==> src/rtl/miner_pkg.sv <==
// Shared constants and types for the hash miner: widths, round constants and FSM encodings.
package miner_pkg;
    localparam int HASH_W      = 8;
    localparam int DATA_W      = 48;
    localparam int HASH_ROUNDS = 6;
    localparam int ROT_AMT     = 3;

    typedef logic [HASH_W-1:0] hash_t;

    localparam hash_t ROUND_CONST = 8'h5A;

    localparam logic [1:0] ST_IDLE  = 2'd0;
    localparam logic [1:0] ST_ROUND = 2'd1;
    localparam logic [1:0] ST_CHECK = 2'd2;
    localparam logic [1:0] ST_DONE  = 2'd3;
endpackage

==> src/rtl/hash_miner_if.sv <==
// Controller <-> miner bundle: load strobes, block/prev data, enable level and result outputs.
interface hash_miner_if
    import miner_pkg::*;
#(
    parameter int NONCE_W = 8
);
    logic                 load_registers;
    logic [DATA_W-1:0]    block_data;
    logic                 load_previous_hash;
    hash_t                prev_hash_in;
    logic                 enable_mining;
    hash_t                mining_hash;
    logic                 done_mining;
    logic                 mining_failed;
    logic [NONCE_W-1:0]   nonce;
    logic                 busy;

    modport master (
        output load_registers, block_data, load_previous_hash, prev_hash_in, enable_mining,
        input  mining_hash, done_mining, mining_failed, nonce, busy
    );

    modport slave (
        input  load_registers, block_data, load_previous_hash, prev_hash_in, enable_mining,
        output mining_hash, done_mining, mining_failed, nonce, busy
    );
endinterface

==> src/rtl/hash_round.sv <==
// One combinational mixing round: rotate left, xor in a data byte, add the round constant.
module hash_round
    import miner_pkg::*;
(
    input  hash_t h_i,
    input  hash_t byte_i,
    output hash_t h_o
);
    hash_t rot;

    assign rot = {h_i[HASH_W-1-ROT_AMT:0], h_i[HASH_W-1:HASH_W-ROT_AMT]};
    assign h_o = (rot ^ byte_i) + ROUND_CONST;
endmodule

==> src/rtl/hash_miner.sv <==
// Nonce-search mining engine; one hash round per cycle, leading-zero difficulty test.
// Build option MINER_ATTEMPT_LIMIT_EN: also stop a failing search after MAX_ATTEMPTS attempts.
//   state | meaning
//   IDLE  | loads accepted, waiting for enable_mining
//   ROUND | applying rounds 0..5 to the current nonce's hash
//   CHECK | difficulty test, then finish or advance nonce
//   DONE  | result held until enable_mining drops
module hash_miner
    import miner_pkg::*;
#(
    parameter int DIFFICULTY   = 2,
    parameter int NONCE_W      = 8,
    parameter int MAX_ATTEMPTS = 16
) (
    input  logic          clock,
    input  logic          resetn,
    hash_miner_if.slave   bus
);
    if (DIFFICULTY < 0 || DIFFICULTY > HASH_W) begin : g_bad_diff
        $error("hash_miner: DIFFICULTY out of range");
    end
    if (NONCE_W < 1 || NONCE_W > HASH_W) begin : g_bad_nonce
        $error("hash_miner: NONCE_W out of range");
    end
    if (MAX_ATTEMPTS < 1) begin : g_bad_max
        $error("hash_miner: MAX_ATTEMPTS must be positive");
    end

    // Top DIFFICULTY bits must be zero; a zero mask makes every hash pass.
    localparam hash_t PASS_MASK = ~(8'hFF >> DIFFICULTY);

    logic [1:0]          state_q, state_d;
    logic [DATA_W-1:0]   data_q, data_d;
    hash_t               prev_q, prev_d;
    hash_t               h_q, h_d;
    hash_t               hash_q, hash_d;
    logic [NONCE_W-1:0]  nonce_q, nonce_d;
    logic [2:0]          rcnt_q, rcnt_d;
    logic                done_q, done_d;
    logic                failed_q, failed_d;

    hash_t               round_byte;
    hash_t               round_out;
    logic [NONCE_W-1:0]  nonce_inc;
    logic                pass;
    logic                last_try;

    assign round_byte = data_q[DATA_W-1-HASH_W*int'(rcnt_q) -: HASH_W];
    assign nonce_inc  = nonce_q + NONCE_W'(1);
    assign pass       = ((h_q & PASS_MASK) == '0);

`ifdef MINER_ATTEMPT_LIMIT_EN
    assign last_try = (nonce_q == {NONCE_W{1'b1}}) ||
                      (32'(nonce_q) == 32'(MAX_ATTEMPTS - 1));
`else
    assign last_try = (nonce_q == {NONCE_W{1'b1}});
`endif

    hash_round u_round (
        .h_i    (h_q),
        .byte_i (round_byte),
        .h_o    (round_out)
    );

    always_comb begin
        state_d  = state_q;
        data_d   = data_q;
        prev_d   = prev_q;
        h_d      = h_q;
        hash_d   = hash_q;
        nonce_d  = nonce_q;
        rcnt_d   = rcnt_q;
        done_d   = done_q;
        failed_d = failed_q;
        case (state_q)
            ST_IDLE: begin
                if (bus.load_registers)     data_d = bus.block_data;
                if (bus.load_previous_hash) prev_d = bus.prev_hash_in;
                // Seed from prev_d so a same-cycle load feeds this search.
                if (bus.enable_mining) begin
                    nonce_d = '0;
                    h_d     = prev_d;
                    rcnt_d  = '0;
                    state_d = ST_ROUND;
                end
            end
            ST_ROUND: begin
                if (!bus.enable_mining) begin
                    state_d = ST_IDLE;
                end else begin
                    h_d = round_out;
                    if (rcnt_q == 3'(HASH_ROUNDS - 1)) state_d = ST_CHECK;
                    else                               rcnt_d  = rcnt_q + 3'd1;
                end
            end
            ST_CHECK: begin
                if (!bus.enable_mining) begin
                    state_d = ST_IDLE;
                end else if (pass || last_try) begin
                    hash_d   = h_q;
                    done_d   = 1'b1;
                    failed_d = !pass;
                    state_d  = ST_DONE;
                end else begin
                    nonce_d = nonce_inc;
                    h_d     = prev_q ^ HASH_W'(nonce_inc);
                    rcnt_d  = '0;
                    state_d = ST_ROUND;
                end
            end
            ST_DONE: begin
                if (!bus.enable_mining) begin
                    done_d  = 1'b0;
                    state_d = ST_IDLE;
                end
            end
            default: state_d = ST_IDLE;
        endcase
    end

    always_ff @(posedge clock) begin
        if (!resetn) begin
            state_q  <= ST_IDLE;
            data_q   <= '0;
            prev_q   <= '0;
            h_q      <= '0;
            hash_q   <= '0;
            nonce_q  <= '0;
            rcnt_q   <= '0;
            done_q   <= 1'b0;
            failed_q <= 1'b0;
        end else begin
            state_q  <= state_d;
            data_q   <= data_d;
            prev_q   <= prev_d;
            h_q      <= h_d;
            hash_q   <= hash_d;
            nonce_q  <= nonce_d;
            rcnt_q   <= rcnt_d;
            done_q   <= done_d;
            failed_q <= failed_d;
        end
    end

    assign bus.mining_hash   = hash_q;
    assign bus.done_mining   = done_q;
    assign bus.mining_failed = failed_q;
    assign bus.nonce         = nonce_q;
    assign bus.busy          = (state_q == ST_ROUND) || (state_q == ST_CHECK);
endmodule

==> src/flat_wrapper.sv <==
// flat-port wrapper written by rule: the top's interface ports become plain ports
module hash_miner_flat import miner_pkg::*;
#(
    parameter int DIFFICULTY   = 2,
    parameter int NONCE_W      = 8,
    parameter int MAX_ATTEMPTS = 16
)
  (clock, resetn, bus_load_registers, bus_block_data, bus_load_previous_hash, bus_prev_hash_in, bus_enable_mining, bus_mining_hash, bus_done_mining, bus_mining_failed, bus_nonce, bus_busy);
  hash_miner_if #(.NONCE_W(NONCE_W)) bus_i ();
  input  logic clock;
  input  logic resetn;
  input wire logic [$bits(bus_i.load_registers)-1:0] bus_load_registers;
  input wire logic [$bits(bus_i.block_data)-1:0] bus_block_data;
  input wire logic [$bits(bus_i.load_previous_hash)-1:0] bus_load_previous_hash;
  input wire logic [$bits(bus_i.prev_hash_in)-1:0] bus_prev_hash_in;
  input wire logic [$bits(bus_i.enable_mining)-1:0] bus_enable_mining;
  output wire logic [$bits(bus_i.mining_hash)-1:0] bus_mining_hash;
  output wire logic [$bits(bus_i.done_mining)-1:0] bus_done_mining;
  output wire logic [$bits(bus_i.mining_failed)-1:0] bus_mining_failed;
  output wire logic [$bits(bus_i.nonce)-1:0] bus_nonce;
  output wire logic [$bits(bus_i.busy)-1:0] bus_busy;
  assign bus_i.load_registers = bus_load_registers;
  assign bus_i.block_data = bus_block_data;
  assign bus_i.load_previous_hash = bus_load_previous_hash;
  assign bus_i.prev_hash_in = bus_prev_hash_in;
  assign bus_i.enable_mining = bus_enable_mining;
  assign bus_mining_hash = bus_i.mining_hash;
  assign bus_done_mining = bus_i.done_mining;
  assign bus_mining_failed = bus_i.mining_failed;
  assign bus_nonce = bus_i.nonce;
  assign bus_busy = bus_i.busy;
  hash_miner #(.DIFFICULTY(DIFFICULTY), .NONCE_W(NONCE_W), .MAX_ATTEMPTS(MAX_ATTEMPTS)) u_core (.clock(clock), .resetn(resetn), .bus(bus_i));
endmodule
==> config.mk <==
export PLATFORM = sky130hd
export DESIGN_NAME = hash_miner_flat
export DESIGN_NICKNAME = d
export VERILOG_FILES = /design/src/rtl/miner_pkg.sv /design/src/rtl/hash_miner_if.sv /design/src/rtl/hash_round.sv /design/src/rtl/hash_miner.sv /design/src/flat_wrapper.sv
export SDC_FILE = /design/constraint.sdc
export NUM_CORES = 1
export LEC_CHECK = 0
export CAP_MARGIN = 5
export CORE_MARGIN = 3
export CORE_UTILIZATION = 56
export DETAILED_ROUTE_END_ITERATION = 7
export PLACE_DENSITY = 0.94
export SLEW_MARGIN = 20
export SYNTH_ARGS = -nofsm -noshare
export SYNTH_HDL_FRONTEND = slang
export SYNTH_SLANG_ARGS = --single-unit
==> constraint.sdc <==
create_clock -name clock -period 8.6 [get_ports clock]
set_input_delay 0.86 -clock clock [delete_from_list [all_inputs] [get_ports clock]]
set_output_delay 0.86 -clock clock [all_outputs]
set_load 0.02 [all_outputs]
==> results of run 1 <==
[critical path: cells and delay by family (launching register included)]
| kind | cells | cell delay (ns) |
|---|---|---|
| DFF | 1 | 0.38 |
| adders and majority gates | 2 | 1.09 |
| and+or+nand+nor | 3 | 0.63 |
| xor gates and xnor gates | 2 | 0.31 |
| AOI/OAI and AO/OA | 3 | 0.79 |
[registers in the layout, indices dropped and copies added (netlist names)]
| register | count |
|---|---|
| u_core.bus.done_mining | 1 |
| u_core.bus.mining_failed | 1 |
| u_core.bus.mining_hash | 8 |
| u_core.bus.nonce | 8 |
| u_core.data_q | 48 |
| u_core.h_q | 8 |
| u_core.prev_q | 8 |
| u_core.rcnt_q | 3 |
| u_core.state_q | 2 |
[worst min-delay path by stage]
| stage | end | slack, ns | cells after the start |
|---|---|---|---|
| floorplan | u_core.data_q[16] | 0.43 | 2 |
| finish | u_core.data_q[27] | 0.46 | 2 |
| global route | u_core.data_q[40] | 0.48 | 2 |
| detailed placement | u_core.data_q[27] | 0.45 | 2 |
| global placement | u_core.data_q[29] | 0.44 | 2 |
| CTS | u_core.data_q[27] | 0.46 | 2 |
[cell families after synthesis]
family | after synthesis | share of synthesized area [%]
simple gates | 215 | 21.6
compound gates | 130 | 17.6
flops | 87 | 40.3
buf+inv | 47 | 4.37
mux | 34 | 8.22
xor+xnor | 24 | 5.04
fa+ha+maj | 10 | 2.89
[metal layers]
layer	GRT usage, %	vias up
li1	-	1983
met1	29.9	1868
met4	9.27	0
met5	0	-
met3	5.77	24
met2	44.1	191
[cells in the final DEF, fill, tap and decap left out, drive strengths merged, types with 6 or more instances in the layout]
master and instances:
nand2 123, dfxtp 87, a21oi 81, clkdlybuf4s50 79, nor2 37, mux2i 31, xnor2 20, o21ai 15
nand3 14, a211oi 11, or3 10, ha 10, clkbuf 10, inv 10, nor2b 7, o22ai 6
[synthesized netlist by cell type (all sizes together)]
library cell	number	area (µm²)
xor2	4	35.0
dfxtp	87	1740
mux2i	31	310
a311oi	1	8.76
o211ai	1	7.51
a21oi	81	409
clkbuf	27	101
o21ai	15	75.1
nor3	5	25.0
o211a	1	10.0
a31oi	2	12.5
or3b	2	17.5
nand4	1	6.26
nor2b	7	43.8
o22a	1	8.76
inv	9	33.8
nand2b	2	12.5
nand2	123	462
buf	11	53.8
a2111oi	1	8.76
nor4	1	6.26
a311o	1	10.0
a221o	1	10.0
o21a	1	7.51
a211oi	11	82.6
nand3	14	70.1
nand3b	5	37.5
mux2	2	22.5
o32ai	1	8.76
xnor2	20	183
nor2	37	139
mux4	1	22.5
a22oi	3	22.5
nand4b	1	8.76
ha	10	125
or3	10	62.6
and3	3	18.8
o41ai	2	25.0
o2111ai	1	8.76
and2	4	25.0
o22ai	6	43.8
[layout make-up]
class                      count  share of cell area, %
sequential                    87                   32.7
tap                           99                   2.32
clock buffer                  10                   2.58
timing repair buffer          82                   15.2
multi-input combinational    413                   44.9
inverter                       9                  0.633
clock inverter                 6                   1.71
[power groups by stage]
| stage | sequential [mW] | clock, mW | combinational [mW] |
|---|---|---|---|
| 5_1_grt | 0.462 | 0.342 | 0.237 |
| 3_5_place_dp | 0.467 | 0 | 0.211 |
| 3_3_place_gp | 0.466 | 0 | 0.204 |
| 6_report | 0.459 | 0.325 | 0.216 |
| 2_1_floorplan | 0.457 | 0 | 0.153 |
| 4_1_cts | 0.458 | 0.322 | 0.214 |
[per-stage QoR]
stage,cells,utilization (%)
CTS,706,72.4
detailed placement,690,69.3
floorplan,547,-
finish,706,72.4
global route,706,72.4
global placement,690,69.3
==> qor.yml, run 1 <==
wl_met3_um: 806
p_comb_share_pct: 21.6
finalSetupViolCount: 0
path_clk_slew_ns: 0.09
antenna_found_initial: 0
p_int_mw: 0.701
clock_latency_ns: 0.36
totalPowerFinal_mw: 1.00
wl_met1_um: 4520
crit_start: "u_core.rcnt_q[1]"
synth_cells: 547
power.share.switching_pct: 29.9
drt_iter0_drc: 219
syn_nets: 618
grt_usage_pct: 25.2
drt_wl_total_um: 11000
p_leak_nw: 1.97
yosys_warnings: 0
holdWs_ns: 0.457
dr.pass1.iters: 5
path_max_fanout: 17
top_layer: "met4"
overflow: 0
vias_per_cell: 5.76
die_area_um2: 8810
dp_hpwl_um: 7790
post-route-period-util_pct: 38.0
grt_pass1_wl_um: 17700
crit_slowest_cell: "ha_1"
multi_input_area_um2: 2390
ant_nets: 0
setup_ws_ns: 5.33
path_cells: "ha_1, nand3b_1, nor2_1, nor2_1, xnor2_1, ha_1, a221o_1, xnor2_1, o211a_1, o41ai_2"
holdCritStartpoint: "u_core.data_q[27]"
die_height_um: 93.9
synth_cell_types: 48
post-cts-setup-buffers: 0
slew_viol_final: 0
wl_met2_um: 5370
r2r-end: "u_core.h_q[5]"
regArea_um2: 1740
reg2reg_depth: 10
die_w_um: 93.9
dpl-instance-area_um2: 5100
grt_pass1_vias: 3822
vias: 4066
antennaDiodeCount: 0
cap_violations: 0
fin_area_um2: 5330
syn-mean-instance-area_um2: 7.90
grt_max_degree: 54
critical_path.startpoint_type: "flip-flop"
rows: 31
core_area_um2: 7370
cp_data_arrival_time_ns: 3.54
status: "finished, final reports clean"
hold_class: "reg -> reg"
numCtsBuffers: 9
ctsHoldBuffers: 0
syn-cell-area_um2: 4320
final.min_clock_period_ns: 3.27
critPathMaxStageDelay_ns: 0.83
synthToLayoutAreaGrowth_pct: 23.4
p_sw_mw: 0.299
nFillCells: 562
final_hold_viol_count: 0
pre_cts_ws_ns: 5.39
cts-root-buf: "clkbuf_8"
port_buffers: 79
reg2reg_slack_ns: 5.33
fin_skew_ns: 0.00839
crit_type: "reg -> reg"
drcViolationCount: 0
rsz0062_at_grt: "false"
wl_per_cell_um: 15.5
tightest_slew_ns: 0.782
r2r-start: "u_core.rcnt_q[1]"
max_slew_margin_pct: 47.9
fmaxAchievable_mhz: 306
io_pins: 80
setup-tns-final_ns: 0
clkSinkCount: 87
power_density_nw_per_um2: 187
place_congestion: 0.873
cts_tree: "yes"
crit_required_ns: 8.87
start_util_pct: 58.7
drive_gt1_share_pct: 4.45
end_kind: "flip-flop"
clock_power_share_pct: 32.5
ys_ff_latch: 87
finalNetCount: 673
htreeDepth: 3
seqPwrFrac_pct: 45.9
cts_resized: 0
vdd_drop_max_uv: 118
synth.yosys.seq_area_share_pct: 40.3
crit_end: "u_core.h_q[5]"
cts_max_path_buffers: 2
Note: power is estimated with default switching activity, not from simulation.
==> inputs of run 2 (changes only) <==
- CORE_UTILIZATION: 56 -> 47
- PLACE_DENSITY: 0.94 -> 0.85
- clock period: 8.6 -> 2.9 ns (I/O delays scaled with it)
==> qor.yml, run 2 (synthesis results as in run 1) <==
clock_latency_ns: 0.36
slew_viol_final: 0
path_max_fanout: 7
r2r-start: "u_core.rcnt_q[1]"
ctsHoldBuffers: 0
cap_violations: 0
holdCritStartpoint: "u_core.data_q[32]"
rsz0062_at_grt: "false"
fmaxAchievable_mhz: 368
wl_per_cell_um: 14.8
final_cell_mix: "123 x nand2_1, 87 x dfxtp_1, 80 x a21oi_1"
crit_family: "compound AO/OA/AOI/OAI gates"
p_leak_nw: 1.98
regMostFlops: "u_core.data_q"
final.min_clock_period_ns: 2.72
drt_iter0_drc: 211
cpMostUsedCell: "xnor2_1"
drt_wl_total_um: 10700
path_clk_slew_ns: 0.09
hold_class: "reg -> reg"
setup-tns-final_ns: 0
overflow: 0
status: "finished, final reports clean"
tightest_slew_ns: 0.738
start_util_pct: 48.9
finalNetCount: 683
final_hold_viol_count: 0
cts_max_path_buffers: 2
crit_slowest_cell: "or3_1"
io_pins: 80
cts-root-buf: "clkbuf_8"
max_slew_margin_pct: 50.7
die_w_um: 102
htreeDepth: 3
place_congestion: 0.899
core_area_um2: 8850
critical_path.startpoint_type: "flip-flop"
vias: 4009
numCtsBuffers: 9
critPathMaxStageDelay_ns: 0.49
end_kind: "flip-flop"
post-route-period-util_pct: 93.6
antenna_found_initial: 0
clkSinkCount: 87
dp_hpwl_um: 8110
die_area_um2: 10400
totalPowerFinal_mw: 2.77
vias_per_cell: 5.53
drive_gt1_share_pct: 6.16
grt_pass1_vias: 3723
drcViolationCount: 0
crit_type: "reg -> reg"
largest_reg_flops: 48
die_height_um: 102
path_cells: "buf_4, or3_1, o22ai_1, nor2_1, xnor2_1, ha_1, a221o_1, xnor2_1, o211a_1, o41ai_2"
cp_data_arrival_time_ns: 2.99
final_common_cell: "nand2_1"
power_density_nw_per_um2: 514
grt_usage_pct: 20.8
finalSetupViolCount: 0
grt_max_degree: 49
antennaDiodeCount: 0
rows: 34
vdd_drop_max_uv: 271
cp_num_buf_inv: 1
synthToLayoutAreaGrowth_pct: 24.4
ant_nets: 0
dr.pass1.iters: 5
port_buffers: 79
cts_tree: "yes"
crit_required_ns: 3.17
crit_start: "u_core.rcnt_q[1]"
fin_skew_ns: 0.00998
grt_pass1_wl_um: 17300
==> run 2: cell count changes in the layout (fill, tap and decap cells not counted), sizes merged <==
| cell | before | now |
|---|---|---|
| clkinv | 3 | 2 |
| buf | 3 | 13 |
| clkinvlp | 0 | 3 |
| bufinv | 2 | 0 |
==> run 2: power by group <==
part	internal, mW	switching (mW)	leakage (nW)	total, mW
Clock	0.314	0.440	0.0789	0.754
Combinational	0.296	0.365	1.19	0.661
Sequential	1.28	0.0694	0.712	1.35
==> run 2: path summary, 6_finish.rpt <==
path	to	slack [ns]	depth (start not counted)
max reg2reg	u_core.h_q[5]	0.18	10
min reg2reg	u_core.data_q[32]	0.46	2
max	u_core.h_q[5]	0.18	10
min	u_core.data_q[32]	0.46	2
==> run 2: timing repair <==
action,in CTS,in global routing
setup buffers,0,3
resized for setup,1,2
pin swaps,0,1
setup endpoints to repair,1,1
==> run 2: layer usage <==
layer	part of all wire, %	global-route usage [%]	up-vias
met5	0	0	-
li1	-	-	2004
met4	2.3	7.37	0
met2	47	34.8	132
met3	5.9	4.64	23
met1	44	26.5	1850
==> run 2: area by class of cell <==
cell class	count	area (µm²)
timing repair buffer	92	888
multi-input combinational	413	2410
clock inverter	6	45.0
clock buffer	10	128
tap	108	135
inverter	9	33.8
fill	785	3470
sequential	87	1740
==> run 2: tightest hold or removal path, cell delays in order (launching register included) <==
cell and delay [ns]:
dfxtp_1 0.31, nand2_1 0.05, a21oi_1 0.05
==> run 2: stage by stage <==
stage                     cell area, µm²  util [%]  std cells  worst slack [ns]  hold slack, ns
after floorplan                     4320         -        547             0.166           0.426
after global placement              5170      58.4        706             0.170           0.440
after detailed placement            5170      58.4        706           0.00908           0.447
after CTS                           5340      60.4        722             0.124           0.458
after global routing                5380      60.8        725            0.0398           0.464
final                               5380      60.8        725             0.184           0.458
==> inputs of run 3 (changes only) <==
- RECOVER_POWER: default -> 100
==> qor.yml, run 3 (synthesis results as in run 1) <==
regMostFlops: "u_core.data_q"
wl_per_cell_um: 14.7
crit_required_ns: 3.16
grt_usage_pct: 20.8
overflow: 0
final_common_cell: "nand2_1"
rsz0062_at_grt: "false"
reg2reg_slack_ns: 0.18
clkSinkCount: 87
status: "finished, final reports clean"
regArea_um2: 1740
antennaDiodeCount: 0
power_density_nw_per_um2: 513
dr.pass1.iters: 5
cts-root-buf: "clkbuf_8"
core_area_um2: 8850
vias_per_cell: 5.56
drt_iter0_drc: 185
port_buffers: 79
antenna_found_initial: 0
layout.cells.non_filler: 725
synthToLayoutAreaGrowth_pct: 24.0
p_leak_nw: 2.03
grt_pass1_wl_um: 17300
die_area_um2: 10400
vias: 4030
critical_path.startpoint_type: "flip-flop"
setup-tns-final_ns: 0
hold_class: "reg -> reg"
place_congestion: 0.899
die_w_um: 102
grt_pass1_vias: 3723
fmaxAchievable_mhz: 367
start_util_pct: 48.9
end_kind: "flip-flop"
largest_reg_flops: 48
die_height_um: 102
pre_cts_ws_ns: 0.00908
numCtsBuffers: 9
multi_input_area_um2: 2400
rows: 34
cp_data_arrival_time_ns: 2.98
cap_violations: 0
path_clk_slew_ns: 0.09
io_pins: 80
drive_gt1_share_pct: 5.67
dp_hpwl_um: 8110
dp.cells: 706
fin_skew_ns: 0.00913
ant_nets: 0
path_max_fanout: 7
ctsHoldBuffers: 0
drt_wl_total_um: 10700
post-route-period-util_pct: 93.8
crit_type: "reg -> reg"
final_cell_mix: "123 x nand2_1, 87 x dfxtp_1, 81 x a21oi_1"
slew_viol_final: 0
htreeDepth: 3
cts_tree: "yes"
nFillCells: 789
totalPowerFinal_mw: 2.75
cts_max_path_buffers: 2
final.min_clock_period_ns: 2.72
clock_latency_ns: 0.35
grt_max_degree: 49
max_slew_margin_pct: 45.7
finalSetupViolCount: 0
tightest_slew_ns: 0.814
drcViolationCount: 0
vdd_drop_max_uv: 271
final_hold_viol_count: 0
setup_ws_ns: 0.179
finalNetCount: 683
run 3: final cells by class:
class	instances	share of cell area, %
multi-input cells	413	44.7
flip-flops and latches	87	32.5
repair buffers	92	16.5
well taps	108	2.52
clock buffers	10	2.38
clock inverters	6	0.840
inverters	9	0.630
run 3: power breakdown:
| group | internal, mW | leakage (nW) | switching [mW] |
|---|---|---|---|
| Sequential | 1.28 | 0.712 | 0.0693 |
| Combinational | 0.289 | 1.24 | 0.358 |
| Clock | 0.314 | 0.0789 | 0.436 |
run 3: stage by stage:
step / instance area [µm²] / util, % / hold slack (ns)
final: 5360 / 60.6 / 0.458
after global routing: 5360 / 60.6 / 0.464
after CTS: 5340 / 60.4 / 0.458
after detailed placement: 5170 / 58.4 / 0.447
after global placement: 5170 / 58.4 / 0.440
after floorplan: 4320 / - / 0.426
run 3: worst max-delay path, cell delays in order (launching register included):
cell	delay, ns
dfxtp_1	0.34
buf_4	0.17
or3_1	0.49
o22ai_1	0.18
nor2_1	0.08
xnor2_1	0.16
ha_1	0.26
a221o_1	0.30
xnor2_1	0.14
o211a_1	0.22
o41ai_1	0.29
run 3: path summary, 6_finish.rpt:
kind	start	end	cells after the start
min	u_core.data_q[32]	u_core.data_q[32]	2
max reg2reg	u_core.rcnt_q[1]	u_core.h_q[5]	10
max	u_core.rcnt_q[1]	u_core.h_q[5]	10
min reg2reg	u_core.data_q[32]	u_core.data_q[32]	2
run 3: routing by layer:
metal | part of all wire [%] | vias to the layer above | track usage, %
met5 | 0 | - | 0
met4 | 2.1 | 0 | 7.37
met3 | 5.8 | 17 | 4.64
met2 | 48 | 148 | 34.8
met1 | 44 | 1860 | 26.5
li1 | - | 2005 | -
run 3: repair_timing:
action / in CTS / in global routing
setup buffers: 0 / 3
endpoints found under the setup margin: 1 / 1
resized for setup: 1 / 2
pin swaps: 0 / 1
